`config.mk`:
```
export PLATFORM = sky130hd
export DESIGN_NAME = multiword_add_seq
export DESIGN_NICKNAME = d
export VERILOG_FILES = /design/src/rtl/multiword_add_pkg.sv /design/src/rtl/multiword_add_seq.sv
export SDC_FILE = /design/constraint.sdc
export NUM_CORES = 1
export LEC_CHECK = 0
export BUFFER_PORTS_ARGS = -buffer_cell sky130_fd_sc_hd__buf_2
export CORE_MARGIN = 8
export CORE_UTILIZATION = 45
export CTS_CLUSTER_SIZE = 14
export DETAILED_ROUTE_END_ITERATION = 10
export GPL_TIMING_DRIVEN = 0
export PLACE_DENSITY_LB_ADDON = 0.1
export SLEW_MARGIN = 25
export SYNTH_ARGS = -nofsm -noshare
export SYNTH_HDL_FRONTEND = slang
export SYNTH_SLANG_ARGS = --single-unit
```
`constraint.sdc`:
```
create_clock -name clk -period 3.9 [get_ports clk]
set_clock_uncertainty 0.2 [all_clocks]
set_input_delay 0.195 -clock clk [delete_from_list [all_inputs] [get_ports clk]]
set_output_delay 0.195 -clock clk [all_outputs]
set_load 0.02 [all_outputs]
```
`src/rtl/multiword_add_pkg.sv`:
```
// Shared types and width helpers for the sequential multi-word adder controller.
package multiword_add_pkg;

  typedef enum logic [1:0] {IDLE, RUN, DONE} state_t;

  function automatic int total_w(input int word_w, input int n_words);
    return word_w * n_words;
  endfunction

  // Word index is at least one bit so N_WORDS=1 still has a legal counter.
  function automatic int idx_w(input int n_words);
    return (n_words > 1) ? $clog2(n_words) : 1;
  endfunction

endpackage

```
`src/rtl/multiword_add_seq.sv`:
```
// Multi-word adder sequencer driving an external WORD_W-bit adder one word per cycle, LSW first.
// Optional MULTIWORD_ADD_SUB_EN adds in_sub: subtract via inverted B words and carry-in forced to 1.
module multiword_add_seq
  import multiword_add_pkg::*;
#(
  parameter  int WORD_W  = 4,
  parameter  int N_WORDS = 4,
  localparam int TOTAL_W = total_w(WORD_W, N_WORDS),
  localparam int IDX_W   = idx_w(N_WORDS)
) (
  input  logic               clk,
  input  logic               rst_n,
  input  logic               in_valid,
  output logic               in_ready,
  input  logic [TOTAL_W-1:0] in_a,
  input  logic [TOTAL_W-1:0] in_b,
  input  logic               in_ci,
`ifdef MULTIWORD_ADD_SUB_EN
  input  logic               in_sub,
`endif
  output logic [WORD_W-1:0]  add_a,
  output logic [WORD_W-1:0]  add_b,
  output logic               add_ci,
  input  logic [WORD_W-1:0]  add_s,
  input  logic               add_co,
  output logic               out_valid,
  input  logic               out_ready,
  output logic [TOTAL_W-1:0] out_s,
  output logic               out_co
);

  typedef logic [N_WORDS-1:0][WORD_W-1:0] words_t;

  state_t             state, state_nx;
  words_t             a_reg, b_reg, res;
  logic               carry_reg;
  logic [IDX_W-1:0]   idx;
  logic               accept, last;
  logic [WORD_W-1:0]  b_word;
`ifdef MULTIWORD_ADD_SUB_EN
  logic               sub_reg;
`endif

  assign accept = in_valid & in_ready;
  assign last   = (idx == IDX_W'(N_WORDS - 1));
  assign out_s  = res;

  always_ff @(posedge clk or negedge rst_n) begin
    if (!rst_n) state <= IDLE;
    else        state <= state_nx;
  end

  always_comb begin
    state_nx = state;
    unique case (state)
      IDLE:    if (accept)                 state_nx = RUN;
      RUN:     if (last)                   state_nx = DONE;
      DONE:    if (out_valid && out_ready) state_nx = IDLE;
      default:                             state_nx = IDLE;
    endcase
  end

  // Adder operands come only from registers, never from upstream inputs.
  always_comb begin
    b_word = b_reg[idx];
`ifdef MULTIWORD_ADD_SUB_EN
    if (sub_reg) b_word = ~b_reg[idx];
`endif
    add_a  = '0;
    add_b  = '0;
    add_ci = 1'b0;
    if (state == RUN) begin
      add_a  = a_reg[idx];
      add_b  = b_word;
      add_ci = carry_reg;
    end
  end

  always_ff @(posedge clk or negedge rst_n) begin
    if (!rst_n) begin
      in_ready  <= 1'b0;
      out_valid <= 1'b0;
      out_co    <= 1'b0;
      a_reg     <= '0;
      b_reg     <= '0;
      res       <= '0;
      carry_reg <= 1'b0;
      idx       <= '0;
`ifdef MULTIWORD_ADD_SUB_EN
      sub_reg   <= 1'b0;
`endif
    end else begin
      in_ready <= (state_nx == IDLE);
      unique case (state)
        IDLE: if (accept) begin
          a_reg     <= in_a;
          b_reg     <= in_b;
          idx       <= '0;
`ifdef MULTIWORD_ADD_SUB_EN
          sub_reg   <= in_sub;
          carry_reg <= in_sub ? 1'b1 : in_ci;
`else
          carry_reg <= in_ci;
`endif
        end
        RUN: begin
          res[idx]  <= add_s;
          carry_reg <= add_co;
          if (last) begin
            out_co    <= add_co;
            out_valid <= 1'b1;
          end else begin
            idx <= idx + IDX_W'(1);
          end
        end
        DONE: if (out_ready) out_valid <= 1'b0;
        default: ;
      endcase
    end
  end

endmodule

```
==> impl_summary.md <==
Layout
The number of inserted diodes is 0. Leaving out fill and tap cells, the most frequent cell in the layout is buf_2. The final layout contains 320 nets. Leaving out fill and tap cells, the most frequent cells in the layout are 69 x buf_2, 56 x dfrtp_1, 41 x dlygate4sd3_1.

The post-route netlist has 51.64% of its cells at a drive strength greater than 1. Relative to the synthesized area, the layout overhead comes to 36.50%.

Die
The placeable core area is 5507 um2. The full die area is 8389 um2. Once the floorplan was initialized, standard cells occupied 46.69% of the core. From left edge to right edge, the die measures 91.59 um. 70 I/O pins were placed.

The number of placement rows is 27. Measured along the y axis, the die boundary spans 91.59 um.

Clocking
The post-cts sizing count is 0. TritonCTS built the clock tree. The H-tree was split into 2 levels. After clock tree synthesis, the clock-pin slew on the worst setup and hold paths is 110 ps.

The maximum count of clock buffers along a single path is 2. The number of sinks handled by clock tree synthesis is 56. The number of clock buffers added by TritonCTS is 5. At the later pin of the worst-skew pair, clock insertion delay measures 310 ps. CTS placed an instance of clkbuf_8 at the clock tree root.

Power and ir drop
VDD sags by at most 0.4541 mV. The final total power is 2.800 mW. Dividing total power by cell area gives a power density of 797.8 nW/um2. Summed over all cells, the static leakage comes to 1.652 nW.

Routing
For this run, design rule violations remaining after detail routing come to 0. The routed layout has 1710 vias. The detailed router finished its first iteration with 89 violations.

The mean routed wirelength per cell is 17.45 um. The first detailed-routing pass took 4 iterations. Wires add up to 6055 um. In this run the remaining antenna-violating nets after routing total 0. Using the TritonRoute via totals, the vias-per-cell ratio works out to 4.928.

Placed design
In this run the tool buffered the top-level ports with 69 buffer cells. Routability-driven placement finished with a final weighted congestion of 0.7252. The sum of net half-perimeters after detailed placement is 4148 um.

Yosys
The count of different cell masters after synthesis is 20. The number of synthesized register bits is 56. For this run, the number of Yosys warnings is 0. The synthesized area divided by synthesized cell count is 16.38 um2. Synthesis produced a netlist with a net count of 203. Sequential elements use 54.50% of the synthesized area. The gate count of the mapped netlist is 157. The combined area of all synthesized cells is 2571 um2.

Critical path
The worst setup path is captured at an output port. The largest stage delay on the critical path is 530 ps. The slowest stage of the critical path belongs to the cell clkbuf_1. The setup path with the least slack is of type reg -> out. The data arrival time at the worst-slack endpoint is 1960 ps. The worst-path maximum fanout is 9.

The critical path goes through clkbuf_1 > mux4_2 > and2_1 > buf_2. The required time of the worst setup path is 3500 ps. The kind of start point of the critical path is a flip-flop.

The critical path contains buffers and inverters numbering 2 combined. The kind of cell with the highest combined delay along the critical path is buffers and inverters.

STA
The transition time at the pin with the least slew margin is 717.2 ps. The number of setup violations in the final report is 0. Setup repair after global routing left no endpoint under its margin. The fmax is 425.0 MHz. The normalized max-slew margin is 52.19%. The worst path needs 2353 ps of the cycle, external delays included. The final worst hold slack is 247.4 ps.

After routing, the total negative slack on setup checks comes to 0 ps. The count of final max-slew check failures is 0. The worst path uses 60.33% of the clock period. The final hold violation count is 0.

Run status
The run finished with clean final reports.

GRT
The initial antenna violation count is 0. The total global routing track utilization is 15.33%. The via count of the first global-routing pass was 1986. The first-pass GRT wire length is 10340 um.

After global routing the overflow that remains totals 0. The pin count of the biggest net entering global routing is 57.

Run
The number of max-cap violations is 0.

Hold path
The kind of path behind the tightest hold check is in -> async.
[path summary, 6_finish.rpt]
path	cells after the start	slack, ps	startpoint	endpoint
setup reg to reg	5	1670	state[0]$_DFF_PN0_	carry_reg$_DFFE_PN0P_
min in group clk	1	310	out_s[15]$_DFFE_PN0P_	out_s[15]$_DFFE_PN0P_
hold / removal	2	250	rst_n	a_reg[11]$_DFFE_PN0P_
max in group asynchronous	2	2760	rst_n	a_reg[5]$_DFFE_PN0P_
setup / recovery	4	1550	idx[1]$_DFFE_PN0P_	add_b[0]
hold reg to reg	1	310	out_s[15]$_DFFE_PN0P_	out_s[15]$_DFFE_PN0P_
[per-stage QoR]
stage / util (%) / setup slack (ps) / std cells / instance area [um2]
detailed placement: 54.65 / 1749 / 298 / 3009
floorplan: - / 2148 / 157 / 2571
global route: 63.74 / 1447 / 347 / 3510
finish: 63.74 / 1547 / 347 / 3510
CTS: 63.74 / 1525 / 347 / 3510
global placement: 54.60 / 1825 / 298 / 3007
[layer usage]
metal	global-route usage, %	vias to the layer above	wire, um	part of all wire (%)
met5	0	-	0	0
li1	-	794	-	-
met2	25.09	50	3044	50
met4	4.911	0	57	0.94
met3	4.609	5	369	6.1
met1	18.86	861	2583	43
[logic make-up after synthesis]
family	Yosys count	share of synthesized area, %
AO/OA/AOI/OAI	5	1.168
adder cells (fa/ha/maj)	4	1.947
buffers and inverters	11	3.844
flip-flops	56	54.50
multiplexers	58	32.99
AND/OR/NAND/NOR	23	5.548
[area by class of cell]
cell class                 instances  area, um2
clock inverter                     3      21.27
tap                               72      90.09
inverter                           4      15.01
fill                             423       1997
timing repair buffer             110      758.2
sequential                        56       1401
clock buffer                       5      68.82
multi-input combinational         90       1071
buffer                             7      83.83
[power breakdown]
part / switching [mW] / internal (mW) / leakage, nW
sequential: 0.169 / 0.877 / 0.659
combinational: 0.636 / 0.789 / 0.948
clock: 0.201 / 0.128 / 0.0445
total: 1.01 / 1.79 / 1.65
[cell usage after synthesis]
| cell | instances | share of area, % |
|---|---|---|
| nor4bb_2 | 1 | 0.63 |
| and2b_4 | 1 | 0.39 |
| mux4_2 | 8 | 7.0 |
| buf_2 | 1 | 0.19 |
| buf_12 | 3 | 2.3 |
| buf_6 | 1 | 0.44 |
| a221o_1 | 1 | 0.39 |
| nor2_1 | 1 | 0.15 |
| dfrtp_1 | 56 | 55 |
| a21oi_1 | 1 | 0.19 |
| mux2_4 | 28 | 16 |
| clkbuf_1 | 2 | 0.29 |
| inv_1 | 4 | 0.58 |
| nor3b_1 | 3 | 0.88 |
| nand2_1 | 7 | 1.0 |
| nand3b_1 | 1 | 0.29 |
| and2_1 | 9 | 2.2 |
| o21ai_0 | 3 | 0.58 |
| mux2_2 | 22 | 9.6 |
| ha_1 | 4 | 1.9 |
[what timing repair did]
| item | in CTS | in global routing |
|---|---|---|
| setup buffers | 0 | 0 |
| hold buffers | 41 | 0 |
| hold endpoints to repair | 107 | 0 |
No activity file was read; power rests on OpenSTA's default activity.
